==> src/rtl/uart_tx_fifo.sv <==
// UART transmitter with a FIFO-buffered AXI-Stream input and a runtime frame format.
// Optional CTS flow control is enabled with `define UART_TX_CTS_EN.
module uart_tx_fifo #(
   parameter int MAX_DATA_BITS   = 9,
   parameter int COUNTER_BITS    = 16,
   parameter int FIFO_DEPTH_LOG2 = 4
) (
   input  logic                       clk,
   input  logic                       rst,
   input  logic [COUNTER_BITS-1:0]    cfg_counter_div,
   input  logic [3:0]                 cfg_data_bits,
   input  logic [1:0]                 cfg_parity,
   input  logic                       cfg_stop2,
   input  logic                       cts_n,
   input  logic [MAX_DATA_BITS-1:0]   axis_data,
   input  logic                       axis_valid,
   output logic                       axis_ready,
   output logic                       txd,
   output logic                       busy,
   output logic [FIFO_DEPTH_LOG2:0]   fifo_used
);

   typedef enum logic [2:0] {
      IDLE   = 3'd0,
      START  = 3'd1,
      DATA   = 3'd2,
      PARITY = 3'd3,
      STOP   = 3'd4
   } state_t;

   localparam int                       DEPTH      = 1 << FIFO_DEPTH_LOG2;
   localparam logic [FIFO_DEPTH_LOG2:0] FULL_COUNT = {1'b1, {FIFO_DEPTH_LOG2{1'b0}}};
   localparam logic [FIFO_DEPTH_LOG2:0] ONE_COUNT  = {{FIFO_DEPTH_LOG2{1'b0}}, 1'b1};
   localparam logic [FIFO_DEPTH_LOG2-1:0] PTR_ONE  = {{(FIFO_DEPTH_LOG2-1){1'b0}}, 1'b1};
   localparam logic [3:0]               MAX_N      = 4'(MAX_DATA_BITS);
   localparam logic [COUNTER_BITS-1:0]  DIV_ONE    = {{(COUNTER_BITS-1){1'b0}}, 1'b1};
   localparam logic [COUNTER_BITS-1:0]  DIV_ZERO   = {COUNTER_BITS{1'b0}};

   // Parity over the low n data bits; mode 01 even, 10 odd, 11 mark.
   function automatic logic calc_parity(input logic [MAX_DATA_BITS-1:0] d,
                                        input logic [3:0] n,
                                        input logic [1:0] mode);
      logic x;
      x = 1'b0;
      for (int i = 0; i < MAX_DATA_BITS; i++) begin
         if (i < int'(n)) x = x ^ d[i];
         else             x = x;
      end
      case (mode)
         2'b01:   return x;
         2'b10:   return ~x;
         default: return 1'b1;
      endcase
   endfunction

   logic [MAX_DATA_BITS-1:0]   mem_r [DEPTH];
   logic [FIFO_DEPTH_LOG2-1:0] wr_ptr_r, rd_ptr_r;
   state_t                     state_r, state_nxt;
   logic [COUNTER_BITS-1:0]    div_cnt_r, div_nxt;
   logic [3:0]                 bit_cnt_r, bit_nxt;
   logic [MAX_DATA_BITS-1:0]   shreg_r, sh_nxt;
   logic [3:0]                 nbits_r;
   logic                       par_en_r, par_bit_r, stop2_r;
   logic                       txd_nxt, push_s, pop_s, cts_ok_s, can_start_s, bit_end_s;
   logic [3:0]                 cfg_bits_s;
   logic [MAX_DATA_BITS-1:0]   head_s;

`ifdef UART_TX_CTS_EN
   logic [1:0] cts_sync_r;

   // Two-flop synchroniser for the asynchronous clear-to-send input.
   always_ff @(posedge clk or posedge rst) begin
      if (rst) cts_sync_r <= 2'b11;
      else     cts_sync_r <= {cts_sync_r[0], cts_n};
   end
   assign cts_ok_s = ~cts_sync_r[1];
`else
   logic unused_cts;
   assign unused_cts = cts_n;
   assign cts_ok_s   = 1'b1;
`endif

   assign axis_ready  = (fifo_used != FULL_COUNT);
   assign busy        = (state_r != IDLE) || (fifo_used != {(FIFO_DEPTH_LOG2+1){1'b0}});
   assign push_s      = axis_valid && axis_ready;
   assign head_s      = mem_r[rd_ptr_r];
   assign can_start_s = (fifo_used != {(FIFO_DEPTH_LOG2+1){1'b0}}) && cts_ok_s;
   assign bit_end_s   = (div_cnt_r == DIV_ZERO);
   assign cfg_bits_s  = (cfg_data_bits < 4'd5)  ? 4'd5  :
                        (cfg_data_bits > MAX_N) ? MAX_N : cfg_data_bits;

   // FIFO storage; contents need no reset because fifo_used gates every read.
   always_ff @(posedge clk) begin
      if (push_s) mem_r[wr_ptr_r] <= axis_data;
   end

   // FIFO pointers and occupancy.
   always_ff @(posedge clk or posedge rst) begin
      if (rst) begin
         wr_ptr_r  <= {FIFO_DEPTH_LOG2{1'b0}};
         rd_ptr_r  <= {FIFO_DEPTH_LOG2{1'b0}};
         fifo_used <= {(FIFO_DEPTH_LOG2+1){1'b0}};
      end else begin
         if (push_s) wr_ptr_r <= wr_ptr_r + PTR_ONE;
         if (pop_s)  rd_ptr_r <= rd_ptr_r + PTR_ONE;
         case ({push_s, pop_s})
            2'b10:   fifo_used <= fifo_used + ONE_COUNT;
            2'b01:   fifo_used <= fifo_used - ONE_COUNT;
            default: fifo_used <= fifo_used;
         endcase
      end
   end

   // Frame FSM: next state, divider, bit pointer and the value txd takes next cycle.
   always_comb begin
      state_nxt = state_r;
      div_nxt   = div_cnt_r - DIV_ONE;
      bit_nxt   = bit_cnt_r;
      sh_nxt    = shreg_r;
      txd_nxt   = txd;
      pop_s     = 1'b0;
      case (state_r)
         IDLE: begin
            div_nxt = cfg_counter_div;
            if (can_start_s) begin
               pop_s     = 1'b1;
               state_nxt = START;
               sh_nxt    = head_s;
               txd_nxt   = 1'b0;
            end else begin
               txd_nxt   = 1'b1;
            end
         end
         START: begin
            if (bit_end_s) begin
               state_nxt = DATA;
               div_nxt   = cfg_counter_div;
               bit_nxt   = 4'd0;
               txd_nxt   = shreg_r[0];
            end else begin
               txd_nxt   = 1'b0;
            end
         end
         DATA: begin
            if (bit_end_s) begin
               div_nxt = cfg_counter_div;
               if (bit_cnt_r == nbits_r - 4'd1) begin
                  bit_nxt = 4'd0;
                  if (par_en_r) begin
                     state_nxt = PARITY;
                     txd_nxt   = par_bit_r;
                  end else begin
                     state_nxt = STOP;
                     txd_nxt   = 1'b1;
                  end
               end else begin
                  bit_nxt = bit_cnt_r + 4'd1;
                  sh_nxt  = shreg_r >> 1;
                  txd_nxt = shreg_r[1];
               end
            end else begin
               txd_nxt = txd;
            end
         end
         PARITY: begin
            if (bit_end_s) begin
               state_nxt = STOP;
               div_nxt   = cfg_counter_div;
               bit_nxt   = 4'd0;
               txd_nxt   = 1'b1;
            end else begin
               txd_nxt   = txd;
            end
         end
         STOP: begin
            if (bit_end_s) begin
               div_nxt = cfg_counter_div;
               if (stop2_r && (bit_cnt_r == 4'd0)) begin
                  bit_nxt = 4'd1;
                  txd_nxt = 1'b1;
               end else if (can_start_s) begin
                  // Next word starts with no idle gap after the stop bit.
                  pop_s     = 1'b1;
                  state_nxt = START;
                  sh_nxt    = head_s;
                  txd_nxt   = 1'b0;
               end else begin
                  state_nxt = IDLE;
                  txd_nxt   = 1'b1;
               end
            end else begin
               txd_nxt = 1'b1;
            end
         end
         default: begin
            state_nxt = IDLE;
            txd_nxt   = 1'b1;
         end
      endcase
   end

   // FSM and datapath registers; frame format is captured with the popped word.
   always_ff @(posedge clk or posedge rst) begin
      if (rst) begin
         state_r   <= IDLE;
         div_cnt_r <= DIV_ZERO;
         bit_cnt_r <= 4'd0;
         shreg_r   <= {MAX_DATA_BITS{1'b0}};
         txd       <= 1'b1;
         nbits_r   <= 4'd5;
         par_en_r  <= 1'b0;
         par_bit_r <= 1'b0;
         stop2_r   <= 1'b0;
      end else begin
         state_r   <= state_nxt;
         div_cnt_r <= div_nxt;
         bit_cnt_r <= bit_nxt;
         shreg_r   <= sh_nxt;
         txd       <= txd_nxt;
         if (pop_s) begin
            nbits_r   <= cfg_bits_s;
            par_en_r  <= (cfg_parity != 2'b00);
            par_bit_r <= calc_parity(head_s, cfg_bits_s, cfg_parity);
            stop2_r   <= cfg_stop2;
         end
      end
   end

endmodule
==> config.mk <==
export PLATFORM = sky130hd
export DESIGN_NAME = uart_tx_fifo
export DESIGN_NICKNAME = d
export VERILOG_FILES = /design/src/rtl/uart_tx_fifo.sv
export SDC_FILE = /design/constraint.sdc
export NUM_CORES = 1
export LEC_CHECK = 0
export CORE_UTILIZATION = 51
export CTS_CLUSTER_DIAMETER = 80
export DETAILED_ROUTE_END_ITERATION = 16
export GPL_ROUTABILITY_DRIVEN = 0
export GPL_TIMING_DRIVEN = 0
export PLACE_DENSITY = 0.69
export SLEW_MARGIN = 10
export SYNTH_ARGS = -nofsm -noshare
export SYNTH_HDL_FRONTEND = slang
export SYNTH_SLANG_ARGS = --single-unit
==> constraint.sdc <==
create_clock -name clk -period 8.8 [get_ports clk]
set_input_delay 1.32 -clock clk [delete_from_list [all_inputs] [get_ports clk]]
set_output_delay 1.32 -clock clk [all_outputs]
set_load 0.05 [all_outputs]
After elaboration in Yosys (flattened, before gate mapping)
Memories as Yosys holds them, arrays and structs flattened.
Index checks and enable logic that the tools add are counted.
{ "word_totals": {"latchBits": 0, "wordCells": 139, "register_bits": 53, "mem_bits_rw": 144, "input_bits": 36, "rom_bits": 0, "memories": 1} }
{ "memory_table": {"columns": ["name", "depth", "width", "rd", "rd_ports_with_merged_regs", "wr", "line", "rtl"], "rows": [
  ["mem_r", 16, 9, 1, 0, 1, "56", "logic [MAX_DATA_BITS-1:0] mem_r [DEPTH];"]
]} }
{ "classes": {"eq_ne": 20, "n_div": 0, "reduce_logical": 18, "mul": 0, "mux": 61, "shift": 0, "add_sub_neg": 7, "magnitude_cmp": 11, "bitwise_logic": 9} }
{ "ops": {"columns": ["operator", "n"], "rows": [
  ["9-bit two-way mux", 5],
  ["1-bit two-way mux", 32],
  ["16-bit one-hot mux with 2 select lines", 1],
  ["4-bit two-way mux", 7],
  ["9-bit one-hot mux with 3 select lines", 1],
  ["3-bit two-way mux", 8],
  ["2-bit != test (second input constant)", 9],
  ["16-bit logical NOT", 1],
  ["3-bit by 4-bit less-than comparator with 1-bit output (first input constant)", 4],
  ["16-bit two-way mux", 1],
  ["16-bit by 1-bit subtractor with 16-bit output (second input constant)", 1],
  ["3-bit one-hot mux with 5 select lines", 1],
  ["4-bit by 1-bit adder with 4-bit output (second input constant)", 3],
  ["4-bit one-hot mux with 3 select lines", 1],
  ["5-bit one-hot mux with 2 select lines", 1],
  ["5-bit AND reduction", 2],
  ["3-bit nonzero test", 3],
  ["1-bit by 4-bit less-than comparator with 1-bit output (first input constant)", 2],
  ["2-bit by 4-bit less-than comparator with 1-bit output (first input constant)", 2],
  ["1-bit XOR", 8],
  ["7-bit AND reduction", 1],
  ["3-bit by 2-bit == test with 1-bit output (second input constant)", 2],
  ["5-bit by 1-bit adder with 5-bit output (second input constant)", 1],
  ["5-bit != test (second input constant)", 1],
  ["23 further kinds", 28]
]} }

Longest topological paths before layout
Gate-level depths: netlist (run 1).
{ "logic_depth": {"ltp_word": 32, "mapped_depth": 16} }

Worst setup path before layout (run 1)
No wires, ideal clock.
{ "synth_timing": {"kind": "register -> register", "startpoint": "register div_cnt_r[5]", "endpoint": "register fifo_used[4]", "setup_slack_ns": 5.514, "path_stages_with_launch": 15, "required_time_ns": 8.655, "arrival_ns": 3.141, "path_cell_list": "dfrtp_1 > nor4_1 > nand3_1 > o41ai_2 > nor3b_4 > buf_2 > ha_1 > inv_1 > fa_1 > inv_1 > a21o_1 > a21oi_1 > xnor2_1 > nor2_1 > xor2_1"} }
{ "synth_via": {"elab_chain_len": 5, "elab_cells_between_ends": 7, "classes_between": "eq/ne (2); mux (3); reduce/logical (2)"} }
{ "synth_rtl": {"columns": ["item", "line", "rtl"], "rows": [
  ["start: declaration", "59", "logic [COUNTER_BITS-1:0] div_cnt_r, div_nxt;"],
  ["start signal: assignment", "216", "div_cnt_r <= div_nxt;"],
  ["16-bit logical NOT *", "88", "assign bit_end_s = (div_cnt_r == DIV_ZERO);"],
  ["1-bit two-way mux *", "176", "if (bit_end_s) begin"],
  ["1-bit one-hot mux with 2 select lines *", "122", "case (state_r)"],
  ["net pop_s", "64", "logic txd_nxt, push_s, pop_s, cts_ok_s, can_start_s, bit_end_s;"],
  ["2-bit by 1-bit == test with 1-bit output / 2-bit == test (equally long branches)", "106", "case ({push_s, pop_s})"],
  ["5-bit one-hot mux with 2 select lines / 2-bit nonzero test (equally long branches)", null, null],
  ["end signal: assignment", "107", "2'b10: fifo_used <= fifo_used + ONE_COUNT;"],
  ["end signal: assignment", "108", "2'b01: fifo_used <= fifo_used - ONE_COUNT;"],
  ["end signal: assignment", "109", "default: fifo_used <= fifo_used;"],
  ["end: declaration", "20", "output logic [FIFO_DEPTH_LOG2:0] fifo_used"]
]} }
The timed path passes the listed nets; every way through them passes the cells marked *.
A chain may end at the register's enable or synchronous reset.

Final worst setup path (run 1)
{ "layout_timing": {"startpoint": "register div_cnt_r[6]", "endpoint": "register fifo_used[4]"} }
The elaborated chain is that of the path after synthesis.

==> results of run 1 <==
worst max-delay path by stage:
stage | startpoint | end | slack, ns | depth (start not counted)
floorplan | div_cnt_r[5] | fifo_used[4] | 5.51 | 14
global placement | axis_valid | mem_r[3][2] | 4.71 | 5
detailed placement | div_cnt_r[6] | fifo_used[4] | 4.71 | 14
CTS | div_cnt_r[6] | fifo_used[4] | 4.68 | 14
global route | div_cnt_r[5] | fifo_used[4] | 4.41 | 14
finish | div_cnt_r[6] | fifo_used[4] | 4.76 | 14
power breakdown:
part | switching [mW] | internal [mW]
sequential | 0.110 | 1.19
combinational | 0.894 | 0.670
clock | 0.349 | 0.386
cells by family after synthesis:
family                   after synthesis  share of synthesized area (%)
AO/OA/AOI/OAI                        107                           8.40
XOR/XNOR                              34                           3.67
adder cells (fa/ha/maj)               18                           2.60
buffers and inverters                 50                           2.80
flip-flops                           197                           63.6
multiplexers                          67                           10.7
AND/OR/NAND/NOR                      148                           8.23
through the flow:
stage          area (µm²)  cells  total power, mW
2_1_floorplan        8890    621             2.45
3_3_place_gp         9590    883             2.81
3_5_place_dp         9630    885             2.87
4_1_cts             10200    917             3.61
5_1_grt             10200    917             3.80
6_report            10200    917             3.60
state kept, by name, summed over array words and instances, names as in the netlist:
name / count
bit_cnt_r: 4
div_cnt_r: 16
fifo_used: 5
mem_r: 144
nbits_r: 4
par_bit_r: 1
par_en_r: 1
rd_ptr_r: 4
shreg_r: 9
state_r: 3
stop2_r: 1
txd: 1
wr_ptr_r: 4
critical path, delay by kind of cell, from the launching register on:
| kind | cells | cell delay (ns) |
|---|---|---|
| flip-flops | 1 | 0.41 |
| buffers and inverters | 3 | 0.51 |
| adder cells (fa/ha/maj) | 2 | 0.70 |
| AO/OA/AOI/OAI | 3 | 0.48 |
| AND/OR/NAND/NOR | 4 | 1.51 |
| XOR/XNOR | 2 | 0.29 |
Yosys cell counts (2+ instances only):
cell type,instances
a22oi_1,5
and3_1,2
a22oi_2,2
mux2_2,11
and3b_1,2
nand2b_1,9
o21a_1,2
nor2b_1,4
a211oi_1,2
and2_1,2
o211ai_1,3
nor4_1,4
mux2i_1,35
mux4_2,20
ha_1,16
a221oi_1,12
o21ai_0,19
a22o_1,2
nand3_1,5
buf_2,7
o31ai_1,4
inv_1,20
a21o_1,3
a221oi_2,4
nor2_1,57
a31oi_1,8
clkbuf_1,11
xnor2_1,20
dfstp_2,3
edfxtp_1,144
buf_6,4
or3_1,6
a21oi_1,30
buf_1,3
nand4_1,3
a311oi_1,2
dfrtp_1,50
clkbuf_2,2
nor3_1,11
xor2_1,12
nand2_1,32
cell type report:
cell class | count | area [µm²]
buffer | 29 | 170
clock buffer | 22 | 465
clock inverter | 10 | 87.6
fill | 1290 | 6630
inverter | 21 | 78.8
multi-input combinational | 374 | 3010
sequential | 197 | 5650
tap | 220 | 275
timing repair buffer | 44 | 448
routing by layer:
metal  global-route usage (%)  part of all wire [%]  up-vias
li1                         -                     -     2469
met1                     27.7                    40     2729
met2                     38.5                    52      167
met3                     4.31                   5.3       29
met4                     9.24                   2.4        0
met5                        0                     0        -
==> impl_metrics.env, run 1 <==
export IMPL_ys_ff_latch=197
export IMPL_die_x_um=134
export IMPL_r2r_start="div_cnt_r[6]"
export IMPL_drive_gt1_share_pct=14.2
export IMPL_cp_slowest_cell="nor4_1"
export IMPL_seq_area_frac_synth_pct=63.6
export IMPL_start_util_pct=52.9
export IMPL_grt_use_total_pct=22.4
export IMPL_drt_iter0_drc=349
export IMPL_rows=47
export IMPL_core_area_mm2=0.0168
export IMPL_cts_setup_buffers=0
export IMPL_clkLatencyLatePin_ns=0.44
export IMPL_worstMarginPinSlew_ns=1.09
export IMPL_setup_viol=0
export IMPL_fmax_mhz=248
export IMPL_r2r_end="fifo_used[4]"
export IMPL_min_to="div_cnt_r[0]"
export IMPL_report_final_hold_viol_count=0
export IMPL_synth_fp_nets=674
export IMPL_grt_max_degree=29
export IMPL_end_kind="flop"
export IMPL_fin_ws_ns=4.76
export IMPL_netlist_instances=621
export IMPL_status="completed"
export IMPL_holdCritPathClass="flop to flop"
export IMPL_synth_edf_count=144
export IMPL_slew_viol_final=0
export IMPL_netlist_top_cell_by_area="edfxtp_1"
export IMPL_r2r_slack_ns=4.76
export IMPL_ys_warnings_count=0
export IMPL_grt_pass1_wl_um=29600
export IMPL_start_kind="flop"
export IMPL_reg2regPathDepth=14
export IMPL_irDropWorstVdd_v=0.000210
export IMPL_cpPeakStageDelay_ns=0.59
export IMPL_maxCapViolCount=0
export IMPL_most_common_layout_cells="edfxtp_1 (144), nor2_1 (57), dfrtp_1 (50), clkdlybuf4s50_1 (42), mux2i_1 (35)"
export IMPL_yosys_top_cells_area="edfxtp_1 (49%), dfrtp_1 (14%), mux4_2 (5.1%)"
export IMPL_cts_resized=0
export IMPL_area_growth_pct=14.6
export IMPL_postRouteAntennaNets=0
export IMPL_cts_tree="built"
export IMPL_post_route_period_util_pct=45.9
export IMPL_cts_root_buf="clkbuf_16"
export IMPL_postSynthAreaPerCell_um2=14.3
export IMPL_drc=0
export IMPL_synthFlopType="edfxtp_1"
export IMPL_grt_overflow=0
export IMPL_p_leak_nw=3.68
export IMPL_grt_antenna_before_repair=0
export IMPL_fin_util_pct=60.6
export IMPL_min_period_ns=4.04
export IMPL_cp_cell_sequence="nor4_1 -> nand3_1 -> o41ai_2 -> nor3b_4 -> buf_2 -> ha_1 -> inv_1 -> fa_1 -> inv_1 -> a21o_1 -> a21oi_1 -> xnor2_1 -> nor2_1 -> xor2_1"
export IMPL_die_y_um=134
export IMPL_crit_required_ns=9.11
export IMPL_portBuffers=42
export IMPL_die_area_mm2=0.0180
export IMPL_vias=5394
export IMPL_syn_cell_area_mm2=0.00889
export IMPL_clkTransAtPathRegs_ns=0.07
export IMPL_dp_worst_setup_slack_ns=4.71
export IMPL_clock_sinks=197
export IMPL_fin_setup_tns_ns=0
export IMPL_cts_hold_fix_buffers=0
export IMPL_min_from="div_cnt_r[0]"
export IMPL_skew_ns=0.0197
export IMPL_htreeDepth=4
export IMPL_cellPowerDensity_mw_per_mm2=354
export IMPL_n_antenna_cell=0
export IMPL_io_pins=44
export IMPL_synth_top_area_share_pct=48.6
export IMPL_viasPerCell=5.88
export IMPL_dr_pass1_iters=5
export IMPL_dp_hpwl_um=13100
export IMPL_slew_headroom_pct=27.2
export IMPL_worst_path_max_fanout=10
export IMPL_grt_pass1_vias=5505
export IMPL_drt_total_wl_um=19000
export IMPL_ys_async_sr_fraction_pct=26.9
export IMPL_rsz0062_at_grt="false"
export IMPL_synth_cell_type_count=69
export IMPL_path_common_cell="inv_1"
export IMPL_layout_commonest_cell="edfxtp_1"
export IMPL_hold_path_depth=1
export IMPL_layout_nets=737
export IMPL_path_class="flop to flop"
export IMPL_cts_max_path_buffers=2
export IMPL_cts_made_buffers=17
export IMPL_wl_per_cell_um=20.7
export IMPL_cp_arrival_ns=4.35
export IMPL_holdWs_ns=0.489
(Power assumes the default switching activity.)
==> inputs of run 2 (changes only) <==
clock period = 3.9 ns   (was 8.8 ns; I/O delays follow)
==> run 2 against run 1 <==
Net effect:
- sequential power up 130%
- flip-flop and latch count unchanged
- final cell count up 0.11%
- via count up 0.15%
- worst setup slack worse by 4.4 ns
- clock-buffer cell count unchanged
- largest power group unchanged
- highest routed layer unchanged
==> impl_metrics.env, run 2 (same netlist as run 1, synthesis figures left out) <==
export IMPL_die_area_mm2=0.0180
export IMPL_layout_nets=738
export IMPL_status="completed"
export IMPL_cts_made_buffers=17
export IMPL_met1_usage_pct=27.7
export IMPL_cp_top_family="simple AND/OR/NAND/NOR gates"
export IMPL_path_depth=14
export IMPL_grt_max_degree=29
export IMPL_p_leak_nw=3.69
export IMPL_r2r_slack_ns=0.32
export IMPL_viasPerCell=5.88
export IMPL_cts_max_path_buffers=2
export IMPL_grt_busiest_layer="met2"
export IMPL_rsz0062_at_grt="false"
export IMPL_portBuffers=42
export IMPL_dp_worst_setup_slack_ns=-0.190
export IMPL_drive_gt1_share_pct=14.6
export IMPL_clkLatencyLatePin_ns=0.44
export IMPL_crit_end="fifo_used[4]"
export IMPL_cellPowerDensity_mw_per_mm2=798
export IMPL_dr_pass1_iters=4
export IMPL_critPathBufInv=3
export IMPL_skew_ns=0.0178
export IMPL_holdCritPathClass="flop to flop"
export IMPL_rows=47
export IMPL_clock_sinks=197
export IMPL_r2r_start="div_cnt_r[13]"
export IMPL_cts_root_buf="clkbuf_16"
export IMPL_met3_usage_pct=4.35
export IMPL_vias=5402
export IMPL_htreeDepth=4
export IMPL_layout_commonest_cell="edfxtp_1"
export IMPL_slew_viol_final=0
export IMPL_largest_register="mem_r"
export IMPL_start_util_pct=52.9
export IMPL_wl_per_cell_um=20.7
export IMPL_cpPeakStageDelay_ns=0.42
export IMPL_gr_usage_met2_pct=38.7
export IMPL_report_final_hold_viol_count=0
export IMPL_io_pins=44
export IMPL_path_common_cell="inv_1"
export IMPL_cts_tree="built"
export IMPL_irDropWorstVdd_v=0.000469
export IMPL_drt_total_wl_um=19000
export IMPL_cp_cell_sequence="nor4_1 -> nand2b_1 -> o41ai_2 -> nor3b_4 -> buf_2 -> ha_1 -> inv_1 -> fa_1 -> inv_1 -> a21o_1 -> a21oi_1 -> xnor2_1 -> nor2_1 -> xor2_1"
export IMPL_end_kind="flop"
export IMPL_cp_slowest_cell="fa_1"
export IMPL_worstMarginPinSlew_ns=1.08
export IMPL_fin_ws_ns=0.324
export IMPL_crit_path_start="div_cnt_r[13]"
export IMPL_most_common_layout_cells="edfxtp_1 (144), nor2_1 (57), dfrtp_1 (50), clkdlybuf4s50_1 (42), mux2i_1 (35)"
export IMPL_fin_util_pct=60.7
export IMPL_r2r_end="fifo_used[4]"
export IMPL_postRouteAntennaNets=0
export IMPL_die_y_um=134
export IMPL_worst_path_max_fanout=10
export IMPL_drc=0
export IMPL_cp_arrival_ns=3.89
export IMPL_grt_antenna_before_repair=0
export IMPL_clkTransAtPathRegs_ns=0.07
export IMPL_min_period_ns=3.58
export IMPL_setup_viol=0
export IMPL_core_area_mm2=0.0168
export IMPL_fmax_mhz=280
export IMPL_area_growth_pct=14.8
export IMPL_grt_use_total_pct=22.4
export IMPL_start_kind="flop"
export IMPL_maxCapViolCount=0
export IMPL_post_route_period_util_pct=91.7
export IMPL_grt_pass1_vias=5534
export IMPL_crit_required_ns=4.21
export IMPL_reg2regPathDepth=14
export IMPL_reg_top3="mem_r (144), div_cnt_r (16), shreg_r (9)"
export IMPL_drt_iter0_drc=369
export IMPL_slew_headroom_pct=27.6
export IMPL_die_x_um=134
export IMPL_path_class="flop to flop"
export IMPL_grt_overflow=0
export IMPL_n_antenna_cell=0
export IMPL_grt_pass1_wl_um=29700
export IMPL_largest_reg_flops=144
export IMPL_cts_hold_fix_buffers=0
export IMPL_dp_hpwl_um=13100
## run 2: cell types whose count changed in the layout (fill, tap and decap cells not counted), sizes merged
cell,before,now
buf,18,19
## run 2: how the worst min path moves through the flow
stage | depth (start not counted) | endpoint | from
floorplan | 1 | div_cnt_r[0] | div_cnt_r[0]
global placement | 1 | div_cnt_r[0] | div_cnt_r[0]
detailed placement | 1 | div_cnt_r[0] | div_cnt_r[0]
CTS | 1 | div_cnt_r[0] | div_cnt_r[0]
global route | 1 | div_cnt_r[0] | div_cnt_r[0]
finish | 1 | div_cnt_r[0] | div_cnt_r[0]
## run 2: where the power goes
group | switching, mW | total (mW) | internal (mW)
clock network | 0.780 | 1.65 | 0.871
logic | 2.02 | 3.55 | 1.52
registers | 0.254 | 2.95 | 2.69
total | 3.06 | 8.14 | 5.08
## run 2: layer usage
layer / share of wire, % / wire [µm]
met2: 52 / 9830
met1: 40 / 7600
met4: 2.7 / 515
met5: 0 / 0
met3: 5.4 / 1020
## run 2: stage by stage
stage	TNS, ns	power [mW]	instances	area [µm²]	hold WS (ns)
final	0	8.14	918	10200	0.487
after global routing	0	8.61	918	10200	0.525
after CTS	0	8.15	918	10200	0.492
after detailed placement	-0.190	6.47	885	9630	0.487
after global placement	-0.0962	6.33	883	9590	0.483
after floorplan	0	5.53	621	8890	0.453
## run 2: worst register-to-register path, stage by stage, from the launching register on
cell and delay, ns:
dfrtp_1 0.40, nor4_1 0.41, nand2b_1 0.24, o41ai_2 0.36, nor3b_4 0.34, buf_2 0.29, ha_1 0.28, inv_1 0.10
fa_1 0.42, inv_1 0.07, a21o_1 0.10, a21oi_1 0.07, xnor2_1 0.14, nor2_1 0.07, xor2_1 0.15
## run 2: what timing repair did
| item | in CTS | in global routing |
|---|---|---|
| resized for setup | 0 | 2 |
| buffers inserted | 1 | 0 |
| pin swaps | 0 | 0 |
| endpoints found under the setup margin | 1 | 1 |
## run 2: layout make-up
type / count / area, µm²
Sequential cell: 197 / 5650
Multi-Input combinational cell: 374 / 3020
Clock inverter: 10 / 87.6
Clock buffer: 22 / 465
Fill cell: 1287 / 6610
Timing Repair Buffer: 45 / 455
Buffer: 29 / 170
Tap cell: 220 / 275
Inverter: 21 / 78.8
